<file path="config.mk">
export PLATFORM = sky130hd
export DESIGN_NAME = load_pulse_gen
export DESIGN_NICKNAME = d
export VERILOG_FILES = /design/src/rtl/load_pulse_gen.sv
export SDC_FILE = /design/constraint.sdc
export NUM_CORES = 1
export LEC_CHECK = 0
export ABC_CLOCK_PERIOD_IN_PS = 5500
export CORE_ASPECT_RATIO = 0.7
export CORE_MARGIN = 2
export CORE_UTILIZATION = 45
export CTS_CLUSTER_SIZE = 20
export DETAILED_ROUTE_END_ITERATION = 10
export GPL_TIMING_DRIVEN = 1
export SLEW_MARGIN = 20
export SYNTH_ARGS = -nofsm -noshare
export SYNTH_HDL_FRONTEND = slang
export SYNTH_SLANG_ARGS = --single-unit
</file>
<file path="constraint.sdc">
create_clock -name clk -period 5.5 [get_ports clk]
set_clock_uncertainty 0.1 [all_clocks]
set_input_delay 1.1 -clock clk [delete_from_list [all_inputs] [get_ports clk]]
set_output_delay 1.1 -clock clk [all_outputs]
set_load 0.1 [all_outputs]
</file>
<file path="src/rtl/load_pulse_gen.sv">
// Load push-button conditioner: two-flop synchroniser, stable-sample debouncer,
// and a single Load (or denial) strobe per accepted press.
module load_pulse_gen #(
    parameter int DEBOUNCE_CYCLES = 16,
    parameter int CNT_W           = 16
) (
    input  logic clk,
    input  logic rst,
    input  logic btn_raw,
    input  logic logged_in,
    output logic load_pulse,
    output logic denied_pulse,
    output logic btn_level
);

    typedef enum logic [1:0] {
        IDLE,
        PRESS_WAIT,
        HELD,
        REL_WAIT
    } state_t;

    localparam logic [CNT_W-1:0] CNT_LAST = CNT_W'(DEBOUNCE_CYCLES - 1);
    localparam logic [CNT_W-1:0] CNT_ONE  = CNT_W'(1);

    state_t           state;
    state_t           state_nxt;
    logic [CNT_W-1:0] cnt;
    logic [CNT_W-1:0] cnt_nxt;
    logic             sync1;
    logic             sync2;
    logic             accept;

    always_comb begin
        state_nxt = state;
        cnt_nxt   = cnt;
        accept    = 1'b0;
        case (state)
            IDLE: begin
                if (sync2) begin
                    state_nxt = PRESS_WAIT;
                    cnt_nxt   = CNT_ONE;
                end else begin
                    cnt_nxt = '0;
                end
            end
            PRESS_WAIT: begin
                if (!sync2) begin
                    state_nxt = IDLE;
                    cnt_nxt   = '0;
                end else if (cnt == CNT_LAST) begin
                    state_nxt = HELD;
                    cnt_nxt   = '0;
                    accept    = 1'b1;
                end else begin
                    cnt_nxt = cnt + CNT_ONE;
                end
            end
            HELD: begin
                if (!sync2) begin
                    state_nxt = REL_WAIT;
                    cnt_nxt   = CNT_ONE;
                end
            end
            REL_WAIT: begin
                // A high sample here is release bounce: fall back to HELD without a new strobe.
                if (sync2) begin
                    state_nxt = HELD;
                    cnt_nxt   = '0;
                end else if (cnt == CNT_LAST) begin
                    state_nxt = IDLE;
                    cnt_nxt   = '0;
                end else begin
                    cnt_nxt = cnt + CNT_ONE;
                end
            end
            default: begin
                state_nxt = IDLE;
                cnt_nxt   = '0;
            end
        endcase
    end

    always_ff @(posedge clk or negedge rst) begin
        if (!rst) begin
            sync1        <= 1'b0;
            sync2        <= 1'b0;
            state        <= IDLE;
            cnt          <= '0;
            load_pulse   <= 1'b0;
            denied_pulse <= 1'b0;
            btn_level    <= 1'b0;
        end else begin
            sync1        <= btn_raw;
            sync2        <= sync1;
            state        <= state_nxt;
            cnt          <= cnt_nxt;
            // logged_in matters only on the accepting edge.
            load_pulse   <= accept & logged_in;
            denied_pulse <= accept & ~logged_in;
            btn_level    <= (state_nxt == HELD) || (state_nxt == REL_WAIT);
        end
    end

endmodule

</file>
==> run metrics, run 1 <==
status=finished clean; Synth cell types=39; final std cells w/o fill=159; gr usage total=19.5%; VDD IR max=115 uV; Hold Crit Class=reg2reg; register area=551 um2; port buffer count=6; Seq/Total Area, Yosys=46.6%; crit-path max FO=8; RSZ-0062 raised after global routing=false; Crit path max-delay family=buffers and inverters; critical path arrival=1.90 ns; Post-CTS Setup Inserts=0; Worst slew margin=34.8%; router iterations before antenna repair=4; Finished Cell Area=1300 um2; initial antenna violation count=0; Max Clk Rate=0.323 GHz; placer congestion estimate=0.829; Post-synth top cells=dfrtp_1 (22), nor2_1 (9), nand2_1 (8); Final Cycle Share=56.3%; max cap viols=0; Final nets=131; routed via count=941; Hold Fails Final Rpt=0; M1 WL=1280 um; placed insts=155; DRT antenna net count=0; area added between synthesis and finish=10.1%; hold_buf cts=0; Die Y=46.9 um; Clock Path Buffers=2; Slowest-stage cell, CP=clkdlybuf4s50_1; crit path capture type=output pin; WL final=2400 um; crit path buf inv count=1; H-tree Lvls=1; ant diodes=0; Hold WS=0.261 ns; met2 WL=993 um; Power per Cell Area=226 nW/um2; vias in the first global route=867; ratio of cells with drive above 1 in the final layout=8.80%; DIE AREA=3060 um2; CORE AREA=2480 um2; Synth area leaders=dfrtp_1 (47%), nand3_1 (3.0%), nor2_1 (2.9%), a31oi_1 (2.6%), nor4_1 (2.6%); first-pass GRT wire length=4370 um; crit path cell chain=clkdlybuf4s50_1; row count=15; register bit count reported by yosys=22; worst skew pair latency=0.26 ns; clock root cell=clkbuf_8; DIE WIDTH=65.2 um; hpwl dp=1720 um; WL per Instance=15.1 um; Post-synth EDFFs=0; Boundary Pins=7; CTS sink cnt=22; filler cell count=237; CTS tree=yes; Max Used Layer=met4; CP Class=reg2out; ys async rst share=100%; Vias per Instance=5.92; setup TNS=0 ns; Required @ worst endpoint=4.30 ns; multi-input logic area=574 um2; PostCTS Resize Cnt=0; final core occ=52.5%; Max stage delay on crit path=1.17 ns; final setup margin=2.40 ns; WL met3=114 um; initial core utilization=47.7%; DRC=0; largest net degree at the start of global routing=23; YS warnings=0; post-synthesis instance area=1180 um2; final worst path period need=3.10 ns; total CTS buffers=3; Post-Place Worst Slack=2.70 ns; syn nets=125; clock-pin slew on the worst setup and hold paths=0.08 ns; critical path launch point type=flop; syn_area_per_cell=9.84 um2; Yosys top cell by area=dfrtp_1; Mapped Cells=120; Yosys top cell area share=46.6%; Primary FF master, synth=dfrtp_1; static leakage=0.553 nW; cell with the most instances after synthesis=dfrtp_1; Pwr Total=294 uW; DR iter-0 viols=90; final setup fails=0; worst-margin pin slew=0.975 ns; area post-placement=1250 um2; GRT overflow=0; Slew Viols, Final=0
## cells by family after synthesis
kind of cell	share of synthesized area [%]
buf+inv	4.77
xor+xnor	2.97
mux	0.953
fa+ha+maj	1.06
compound gates	18.9
simple gates	24.8
flops	46.6
## worst paths after layout
| path | start | to | slack [ns] | depth (start not counted) |
|---|---|---|---|---|
| min | sync1 | sync2 | 0.26 | 0 |
| max in group asynchronous | rst | cnt[12] | 4.29 | 1 |
| min reg2reg | sync1 | sync2 | 0.26 | 0 |
| min in group asynchronous | rst | cnt[2] | 0.69 | 1 |
| max | state[1] | btn_level | 2.40 | 1 |
| max reg2reg | cnt[0] | cnt[15] | 3.38 | 5 |
## report_power, final
group	switching (mW)	internal [mW]
combinational	0.00865	0.00442
sequential	0.00250	0.164
clock	0.0512	0.0638
total	0.0623	0.232
## metal layers
layer | vias up | global-route usage [%]
met2 | 23 | 27.3
li1 | 471 | -
met4 | 0 | 5.00
met1 | 445 | 29.5
met5 | - | 0
met3 | 2 | 5.76
## cells in the final DEF (no fill, tap or decap), types with 3 or more instances in the layout
master and n:
a31oi_1 5, clkbuf_8 4, nor4_1 5, clkdlybuf4s50_1 5, a21oi_1 3, inv_1 6, nor2_1 9, o21ai_0 4
nand2_1 8, nor3_1 4, nand3_1 7, o311a_1 3, a22o_1 3, dfrtp_1 22
## state kept, by name, summed over array words and instances (netlist names)
signal and flops:
denied_pulse 1, sync2 1, load_pulse 1, cnt 16, state 2, sync1 1
## final cells by class
class | count | area share [%]
flip-flops and latches | 22 | 42.3
inverters | 6 | 1.73
well taps | 34 | 3.27
repair buffers | 6 | 4.23
multi-input cells | 87 | 44.2
clock buffers | 4 | 4.23
Note: power is estimated with default switching activity, not from simulation.
==> run 2, diff against run 1 <==
- ABC_CLOCK_PERIOD_IN_PS: 5500 -> 2700
- PLACE_DENSITY: not set -> 0.65
- clock period: 5.5 -> 2.7 ns (I/O delays scaled with it)
==> run 2 against run 1 <==
Against the previous run:
- utilization fell by 0.35 points
- cell area shrank 0.67%
- sequential power is 100% higher
- sequential share of layout area increased by 0.29 points
- worst setup slack lost 1.9 ns
- die area stayed put
- non-clock buffer count is 1 higher
- combinational power up 120%
- clock power rose by 75%
- clock-buffer cell count down 1
- cell count did not move
- largest cell class unchanged
==> run metrics, run 2 (synthesis gave the netlist of run 1 again) <==
Pint=444 uW; most frequent cells in the layout=dfrtp_1 (22), nor2_1 (9), nand2_1 (8), nand3_1 (7), inv_1 (6); CORE AREA=2480 um2; area added between synthesis and finish=9.32%; Pwr Total=569 uW; Final nets=132; Hold Fails Final Rpt=0; DIE AREA=3060 um2; DIE WIDTH=65.2 um; largest net degree at the start of global routing=23; Final Cycle Share=81.6%; Comb power frac=5.1%; min-delay src=sync1; Sw Share=21.9%; Power per Cell Area=440 nW/um2; gr usage total=19.3%; crit-path max FO=13; number of flip-flops in the largest register=16; Critical Path Sink=cnt[15]; met2 WL=1070 um; Min-Delay Path Depth=0; hpwl dp=1830 um; first-pass GRT wire length=4280 um; ant diodes=0; static leakage=0.557 nW; M1 WL=1410 um; Required @ worst endpoint=2.75 ns; VDD IR max=347 uV; switching power=125 uW; total CTS buffers=3; crit path cell chain=nor4_1 -> and4_1 -> nor2_1 -> a221o_1; vias in the first global route=870; Worst setup startpoint=cnt[7]; final worst path period need=2.20 ns; critical path arrival=2.25 ns; port buffer count=6; clock-pin slew on the worst setup and hold paths=0.07 ns; router iterations before antenna repair=5; final setup fails=0; CTS tree=yes; WL final=2610 um; Worst slew margin=49.7%; ratio of cells with drive above 1 in the final layout=10.4%; setup TNS=0 ns; worst-margin pin slew=0.751 ns; initial antenna violation count=0; crit path capture type=flop; Max Used Layer=met4; Vias per Instance=6.06; RSZ-0062 raised after global routing=false; DR iter-0 viols=103; row count=15; sequential power share=59.5%; critical path launch point type=flop; WL per Instance=16.4 um; Slowest-stage cell, CP=and4_1; DRT antenna net count=0; clock share of power=35.4%; Post-CTS Setup Inserts=0; status=finished clean; area post-placement=1250 um2; hold_buf cts=0; Clock Path Buffers=2; R2R Path Start=cnt[7]; Slew Viols, Final=0; Hold Crit Class=reg2reg; placer congestion estimate=0.823; R2R Setup Slk=0.50 ns; Reg-to-Reg End=cnt[15]; top flop regs=cnt x16, state x2; Max stage delay on crit path=0.57 ns; Max Clk Rate=0.454 GHz; clock root cell=clkbuf_8; H-tree Lvls=1; routed via count=964; Die Y=46.9 um; Top reg by flops=cnt; most common cell after layout, fill and taps aside=dfrtp_1; Finished Cell Area=1290 um2; Hold WS=0.253 ns; GRT overflow=0; PostCTS Resize Cnt=0; worst skew pair latency=0.26 ns; max cap viols=0; CP Class=reg2reg; DRC=0; Boundary Pins=7; initial core utilization=47.7%; filler cell count=241; WL met3=130 um; path depth of the worst reg2reg path=4; CTS sink cnt=22
run 2: cell types whose count changed in the layout (fill, tap and decap cells not counted):
cell	delta
clkbuf_8	-1
buf_2	-1
clkdlybuf4s50_1	-2
buf_4	+4
run 2: per-layer routing:
layer	GRT usage, %	vias to the layer above
li1	-	468
met1	28.5	470
met2	27.3	24
met3	5.52	2
met4	6.67	0
met5	0	-
run 2: power groups by stage:
stage	clock network (mW)	logic [mW]	registers, mW
2_1_floorplan	0	0.0165	0.343
3_3_place_gp	0	0.0287	0.345
3_5_place_dp	0	0.0298	0.345
4_1_cts	0.207	0.0299	0.338
5_1_grt	0.218	0.0332	0.339
6_report	0.201	0.0290	0.338
run 2: critical path, delay by kind of cell, from the launching register on:
kind | cells | cell delay [ns]
AOI/OAI and AO/OA | 1 | 0.32
and+or+nand+nor | 3 | 1.24
DFF | 1 | 0.43
run 2: how the worst min path moves through the flow:
stage / end / slack (ns)
after CTS: sync2 / 0.25
final: sync2 / 0.25
after floorplan: cnt[0] / 0.14
after detailed placement: sync2 / 0.24
after global routing: sync2 / 0.27
after global placement: sync2 / 0.23
run 2: final cells by class:
cell class | count | area, um2 | share of cell area [%]
clock buffers | 3 | 41.3 | 3.20
repair buffers | 7 | 60.1 | 4.65
inverters | 6 | 22.5 | 1.74
flip-flops and latches | 22 | 551 | 42.6
well taps | 34 | 42.5 | 3.29
multi-input cells | 87 | 574 | 44.5
run 2: per-stage QoR:
| stage | util, % | std cells | worst slack [ns] |
|---|---|---|---|
| floorplan | - | 120 | 0.509 |
| global placement | 50.5 | 156 | 0.579 |
| detailed placement | 50.5 | 156 | 0.575 |
| CTS | 52.1 | 159 | 0.558 |
| global route | 52.1 | 159 | 0.412 |
| finish | 52.1 | 159 | 0.496 |
